`src/rtl/audio_mixer.sv`:
```
// audio_mixer: N-channel gain/route/saturate mixer, one multiply per clock; optional LPF via AUDIO_MIXER_LPF_EN
module audio_mixer #(
    parameter int CHANNELS   = 2,
    parameter int IN_WIDTH   = 12,
    parameter int OUT_WIDTH  = 16,
    parameter int GAIN_WIDTH = 8,
    parameter int LPF_SHIFT  = 3
) (
    input  logic                           clk,
    input  logic                           reset_n,
    input  logic                           sample_tick,
    input  logic [CHANNELS-1:0]            in_valid,
    input  logic [CHANNELS*IN_WIDTH-1:0]   in_data,
    input  logic [CHANNELS*GAIN_WIDTH-1:0] gain,
    input  logic [CHANNELS-1:0]            route_l,
    input  logic [CHANNELS-1:0]            route_r,
    input  logic                           clear_flags,
    output logic [OUT_WIDTH-1:0]           out_l,
    output logic [OUT_WIDTH-1:0]           out_r,
    output logic                           out_valid,
    output logic                           busy,
    output logic                           clip_l,
    output logic                           clip_r,
    output logic                           overrun
);
    localparam int PW = IN_WIDTH + GAIN_WIDTH + 1;
    localparam int AW = PW + $clog2(CHANNELS);
    localparam int IW = CHANNELS > 1 ? $clog2(CHANNELS) : 1;
    localparam int VW = AW + OUT_WIDTH - IN_WIDTH;
    localparam logic signed [VW-1:0] VMAX = VW'((1 << (OUT_WIDTH-1)) - 1);
    localparam logic signed [VW-1:0] VMIN = -VMAX - 1;
    typedef enum logic [2:0] {IDLE, MIX, SAT, FILT, OUT} state_t;
    state_t state, state_nxt;
    logic [IW-1:0] idx;
    logic last;
    logic signed [IN_WIDTH-1:0] hold [CHANNELS];
    logic signed [AW-1:0] acc_l, acc_r;
    logic signed [PW-1:0] p;
    logic signed [OUT_WIDTH-1:0] sat_l, sat_r;
    logic [OUT_WIDTH:0] sat_l_w, sat_r_w;
    // returns {clipped, clamped value}
    function automatic logic [OUT_WIDTH:0] saturate(input logic signed [AW-1:0] a);
        logic signed [VW-1:0] s;
        s = (VW'(a) >>> (GAIN_WIDTH-1)) <<< (OUT_WIDTH-IN_WIDTH);
        return s > VMAX ? {1'b1, VMAX[OUT_WIDTH-1:0]} :
               s < VMIN ? {1'b1, VMIN[OUT_WIDTH-1:0]} : {1'b0, s[OUT_WIDTH-1:0]};
    endfunction
`ifdef AUDIO_MIXER_LPF_EN
    localparam int YW = OUT_WIDTH + LPF_SHIFT;
    logic signed [YW-1:0] y_l, y_r;
    function automatic logic signed [YW-1:0] lpf(input logic signed [YW-1:0] y,
                                                 input logic signed [OUT_WIDTH-1:0] v);
        logic signed [YW:0] d;
        d = ((YW+1)'(v) <<< LPF_SHIFT) - (YW+1)'(y);
        return y + YW'(d >>> LPF_SHIFT);
    endfunction
`endif
    assign busy = state != IDLE;
    assign last = idx == IW'(CHANNELS-1);
    assign sat_l_w = saturate(acc_l);
    assign sat_r_w = saturate(acc_r);
    assign p = PW'(hold[idx]) * PW'($signed({1'b0, gain[32'(idx)*GAIN_WIDTH +: GAIN_WIDTH]}));
    always_comb begin
        state_nxt = state;
        case (state)
            IDLE: state_nxt = sample_tick ? MIX : IDLE;
            MIX:  state_nxt = last ? SAT : MIX;
`ifdef AUDIO_MIXER_LPF_EN
            SAT:  state_nxt = FILT;
`else
            SAT:  state_nxt = OUT;
`endif
            FILT: state_nxt = OUT;
            default: state_nxt = IDLE;
        endcase
    end
    always_ff @(posedge clk) begin
        if (!reset_n) begin
            state     <= IDLE;
            idx       <= '0;
            acc_l     <= '0;
            acc_r     <= '0;
            sat_l     <= '0;
            sat_r     <= '0;
            out_l     <= '0;
            out_r     <= '0;
            out_valid <= 1'b0;
            clip_l    <= 1'b0;
            clip_r    <= 1'b0;
            overrun   <= 1'b0;
            for (int i = 0; i < CHANNELS; i++) hold[i] <= '0;
`ifdef AUDIO_MIXER_LPF_EN
            y_l <= '0;
            y_r <= '0;
`endif
        end else begin
            state     <= state_nxt;
            out_valid <= state == OUT;
            for (int i = 0; i < CHANNELS; i++)
                if (in_valid[i])
                    hold[i] <= {~in_data[i*IN_WIDTH+IN_WIDTH-1], in_data[i*IN_WIDTH +: IN_WIDTH-1]};
            // a set in the same cycle as a clear wins
            clip_l  <= (state == SAT && sat_l_w[OUT_WIDTH]) || (clip_l && !clear_flags);
            clip_r  <= (state == SAT && sat_r_w[OUT_WIDTH]) || (clip_r && !clear_flags);
            overrun <= (sample_tick && busy) || (overrun && !clear_flags);
            if (state == IDLE) begin
                acc_l <= '0;
                acc_r <= '0;
                idx   <= '0;
            end
            if (state == MIX) begin
                acc_l <= route_l[idx] ? acc_l + AW'(p) : acc_l;
                acc_r <= route_r[idx] ? acc_r + AW'(p) : acc_r;
                idx   <= idx + 1'b1;
            end
            if (state == SAT) begin
                sat_l <= sat_l_w[OUT_WIDTH-1:0];
                sat_r <= sat_r_w[OUT_WIDTH-1:0];
            end
`ifdef AUDIO_MIXER_LPF_EN
            if (state == FILT) begin
                y_l <= lpf(y_l, sat_l);
                y_r <= lpf(y_r, sat_r);
            end
            if (state == OUT) begin
                out_l <= OUT_WIDTH'(y_l >>> LPF_SHIFT);
                out_r <= OUT_WIDTH'(y_r >>> LPF_SHIFT);
            end
`else
            if (state == OUT) begin
                out_l <= sat_l;
                out_r <= sat_r;
            end
`endif
        end
    end
endmodule

```
`config.mk`:
```
export PLATFORM = sky130hd
export DESIGN_NAME = audio_mixer
export DESIGN_NICKNAME = d
export VERILOG_FILES = /design/src/rtl/audio_mixer.sv
export SDC_FILE = /design/constraint.sdc
export NUM_CORES = 1
export LEC_CHECK = 0
export CAP_MARGIN = 20
export CORE_MARGIN = 3
export CORE_UTILIZATION = 35
export CTS_CLUSTER_DIAMETER = 40
export DETAILED_ROUTE_END_ITERATION = 8
export PLACE_DENSITY = 0.58
export SYNTH_ARGS = -nofsm -noshare
export SYNTH_HDL_FRONTEND = slang
export SYNTH_SLANG_ARGS = --single-unit
```
`constraint.sdc`:
```
create_clock -name clk -period 17.1 [get_ports clk]
set_input_delay 3.42 -clock clk [delete_from_list [all_inputs] [get_ports clk]]
set_output_delay 3.42 -clock clk [all_outputs]
set_load 0.03 [all_outputs]
```
# == Word-level counts from Yosys, hierarchy flattened ==
# Memory sizes are Yosys's and may differ from the RTL's. A register that Yosys moved wholly into a read port is not among the register bits.
# Cells that the tools add are included.
# op_classes
addsub,3
multipliers,1
n_lt_le_gt_ge,5
n_eq_ne,6
n_shift,1
n_mux,29
bitwise,4
n_reduce_logical,16
# ops
op,count
22-bit 2-to-1 mux,5
17-bit 2-to-1 mux,4
22-bit by 21-bit adder with 22-bit output,2
"19-bit by 16-bit > comparator with 1-bit output, second input constant",2
"19-bit by 16-bit less-than comparator with 1-bit output, second input constant",2
12-bit 2-to-1 mux,2
12-bit by 9-bit multiplier with 21-bit output,1
1-bit 2-to-1 mux,16
16-bit by 5-bit variable part select with 8-bit output,1
3-bit one-hot mux with 3 select lines,1
"3-bit by 2-bit equality test with 1-bit output, second input constant",2
1-bit logical AND,6
"2-bit by 1-bit != test with 1-bit output, second input constant",2
2-bit AND reduction,2
"3-bit by 1-bit equality test with 1-bit output, second input constant",1
"3-bit equality test, second input constant",1
3-bit zero test,1
1-bit logical OR,3
3-bit nonzero test,1
"1-bit by 2-bit less-than comparator with 1-bit output, second input constant",1
2-bit 2-to-1 mux,1
1-bit NOT,2
1-bit OR,2
2-bit nonzero test,1
3 further kinds,3
# word_totals
register_bits,116
mem_bits_rw,24
in_bits,50
output_inout_bits,37
word_cells,78
mem_count,1
# memory_table
name,words,width,read_ports,rd_ports_with_merged_regs,wr,line,source
hold,2,12,1,1,2,36,logic signed [IN_WIDTH-1:0] hold [CHANNELS];

# == Logic depth before layout (Yosys ltp) ==
# depth
word_depth,5
mapped_depth,31
ltp_nobuf,30

# == Worst setup path before layout ==
# No wires, ideal clock.
# synth_timing
kind,input to register
from,in gain[10]
to,reg acc_r[21]
setup_ns,0.074
arrival_time_ns,9.495
t_required_ns,17.026
slack_ns,7.531
stages,28
n_path_buf,1
cell_sequence,mux2_2 -> clkbuf_1 -> nand2_1 -> fa_1 -> inv_1 -> fa_1 -> ha_1 -> inv_1 -> fa_1 -> inv_1 -> fa_1 -> a21oi_2 -> o211ai_2 -> or3_2 -> a31oi_1 -> o21bai_1 -> a21oi_1 -> xnor2_1 -> ha_1 -> and3_1 -> and3_1 -> o211ai_1 -> a21o_1 -> a31oi_1 -> o22ai_1 -> xnor2_1 -> or4_1 -> a31oi_1
# synth_via
elab_chain_cells,5
# synth_lines
item,line,source
from (decl),14,"input logic [CHANNELS*GAIN_WIDTH-1:0] gain,"
16-bit by 5-bit variable part select with 8-bit output,62,"assign p = PW'(hold[idx]) * PW'($signed({1'b0, gain[32'(idx)*GAIN_WIDTH +: GAIN_WIDTH]}));"
12-bit by 9-bit multiplier with 21-bit output,62,
22-bit by 21-bit adder with 22-bit output,113,acc_r <= route_r[idx] ? acc_r + AW'(p) : acc_r;
22-bit 2-to-1 mux,113,
22-bit 2-to-1 mux,111,if (state == MIX) begin
to (signal assigned),113,
to (decl),37,"logic signed [AW-1:0] acc_l, acc_r;"
# No other way between the ends. The select of a mux whose other input is x is not followed.
# A chain may end at the register's enable or synchronous reset.

# == Worst setup path in the final report ==
# layout_timing
from,in gain[14]
to,reg acc_r[21]
# Same word-level chain as after synthesis.

==> metrics.yaml <==
worst_setup_path:
  start_kind: "input pin"
  cpMaxStageDelayCell: "mux2i_1"
  slowest_delay_ns: 0.83
  reg2reg_depth: 28
  crit_start: "gain[14]"
  rr_endpoint: "acc_r[21]"
  r2r_start: "idx"
  required_ns: 17.43
  crit_arrival_ns: 10.66
  crit_top_cell: "inv_1"
  crit_fanout: 12
  path_class: "in2reg"
  end_kind: "flip-flop"
  r2r_setup_slack_ns: 9.13
sta:
  rsz0062_at_grt: "false"
  fin_skew_ns: 0.0206
  setup_tns_ns: 0
  relSlewSlack: 0.270
  finalSetupViolCount: 0
  max_freq_mhz: 96.8
  fin_crit_sh: 0.604
  period_needed_ns: 10.33
  hold_violations: 0
  fin_ws_ns: 6.77
  slew_viol_final: 0
  worstMarginPinSlew_ns: 1.06
logic_synthesis:
  async_flop_share: 0
  syn_inst: 1239
  synth.cell_area_um2: 10600
  yosysSeqAreaShare: 0.267
  yosys.area.top_type_share: 0.199
  synth_top_area_cell: "dfxtp_1"
  ys_ff_latch: 129
  synthDistinctLibCells: 67
  synthTopCellsByArea: "dfxtp_1 (20%), fa_1 (15%), ha_1 (10%)"
  synth_warnings: 0
  mappedNetlistNets: 1455
  synth-edff-count: 24
  yosys_most_used_dff: "dfxtp_1"
  syn_avg_cell_area_um2: 8.53
clock_tree:
  clk_pin_slew_ns: 0.07
  postCtsHoldBufs: 0
  cts.sinks: 129
  cts_max_path_buffers: 2
  cts-htree-levels: 4
  post_cts_buffers: 0
  numCtsBuffers: 17
  tritoncts: "yes"
  clkLatencyLatePin_ns: 0.43
  root_buffer: "clkbuf_16"
  post_cts_resized: 0
detailed_routing:
  drt_iter0_markers: 527
  drc_errors: 0
  wl_um: 25300
  via_per_inst: 5.04
  via_count: 8555
  drt_pre_antenna_iters: 5
  avgRoutedWirePerCell_um: 14.9
  ant_nets: 0
place:
  dp_hpwl_um: 19700
  gp_congestion: 0.875
  dpl_worst_slack_ns: 6.41
  portBuffers: 86
run:
  max-cap-violations: 0
power_and_ir_drop:
  power.leakage_nw: 5.40
  total_power_mw: 2.67
  cellPowerDensity_nw_per_um2: 216
  ir_drop_uv: 130
min_path:
  hold-path-cell-count: 2
  min_from: "sat_r[9]"
  worstHoldPathType: "reg2reg"
  min_delay_worst_endpoint: "out_r[9]"
global_route:
  grt_overflow: 0
  grt_max_degree: 81
  track_usage: 0.156
  grt_pass1_wl_um: 42100
  antenna_found_initial: 0
  first_global_vias: 8188
outcome:
  outcome: "finished, final reports clean"
floorplanning:
  num_rows: 62
  die-area_um2: 32300
  dieHeight_um: 180
  die_w_um: 180
  start_util: 0.361
  core_area_um2: 29200
  io_pins: 87
cells_and_area:
  syn_to_final_growth_pct: 16.6
  drive_gt1_frac: 0.0564
  layout.nets: 1516
  postLayoutCoreUtil: 0.421
  antenna_cells: 0
[cells by family (layout without fill, tap and decap cells)]
logic type | count (synthesis) | after routing | share of synthesized area
adders and majority gates | 166 | 166 | 0.253
AOI/OAI and AO/OA | 263 | 263 | 0.160
xor gates and xnor gates | 38 | 38 | 0.0315
muxes | 37 | 37 | 0.0368
buffers and inverters | 196 | 270 | 0.0717
and+or+nand+nor | 410 | 410 | 0.179
DFF | 129 | 129 | 0.267
[layer usage]
| metal | wire (um) | part of all wire | track usage |
|---|---|---|---|
| met1 | 12100 | 0.48 | 0.218 |
| met2 | 11900 | 0.47 | 0.254 |
| met3 | 958 | 0.038 | 0.0216 |
| met4 | 389 | 0.015 | 0.0424 |
| met5 | 0 | 0 | 0 |
[area by class of cell]
| class | instances | area, um2 |
|---|---|---|
| clock buffer | 19 | 443 |
| clock inverter | 13 | 101 |
| fill | 2923 | 16900 |
| inverter | 143 | 537 |
| multi-input combinational | 914 | 6990 |
| sequential | 129 | 2820 |
| tap | 384 | 480 |
| timing repair buffer | 95 | 948 |
[through the flow]
step | area [um2] | hold WS, ns | std cells
finish | 12300 | 0.445 | 1697
global route | 12300 | 0.472 | 1697
CTS | 12300 | 0.453 | 1695
detailed placement | 11700 | 0.443 | 1663
global placement | 11700 | 0.440 | 1663
floorplan | 10600 | 0.432 | 1239
[report_power, final]
group / switching (mW) / internal [mW] / total [mW]
sequential: 0.0307 / 0.345 / 0.375
combinational: 1.15 / 0.792 / 1.94
clock: 0.160 / 0.192 / 0.352
[sequential cells by signal, indices dropped and copies added (netlist names), 3 cells and up, named ones only]
register and flops:
hold 24, acc_l 22, acc_r 22, out_l 13, out_r 13, sat_l 13, sat_r 13, state 3
[worst max-delay path: cells and delay by family]
kind / cells / cell delay (ns)
AND/OR/NAND/NOR: 6 / 1.39
AO/OA/AOI/OAI: 9 / 1.50
XOR/XNOR: 2 / 0.30
multiplexers: 1 / 0.83
buffers and inverters: 5 / 0.59
adder cells (fa/ha/maj): 6 / 2.62
[synth_stat cells (all sizes together), types with 23 or more instances]
| master | instances |
|---|---|
| nand2 | 162 |
| inv | 143 |
| nor2 | 110 |
| dfxtp | 105 |
| a21oi | 100 |
| ha | 86 |
| fa | 80 |
| clkbuf | 45 |
| and2 | 32 |
| o21ai | 30 |
| o211ai | 26 |
| edfxtp | 24 |
| a21o | 23 |
| xnor2 | 23 |
[layout by cell type, fill, tap and decap left out, types with 24 or more instances in the layout]
master           count
edfxtp_1            24
o211ai_1            25
inv_1              142
clkdlybuf4s50_1     86
ha_1                86
dfxtp_1            105
o21ai_0             28
nor2_1             110
a21oi_1             99
fa_1                80
nand2_1            162
and2_1              32
[worst max path at each step]
stage	cells past startpoint	slack, ns	endpoint
final	29	6.77	acc_r[21]
after global routing	29	6.24	acc_r[21]
after CTS	29	6.80	acc_r[21]
after detailed placement	29	6.41	acc_r[21]
after global placement	29	6.62	acc_r[21]
after floorplan	28	7.53	acc_r[21]
No activity file was read; power rests on OpenSTA's default activity.
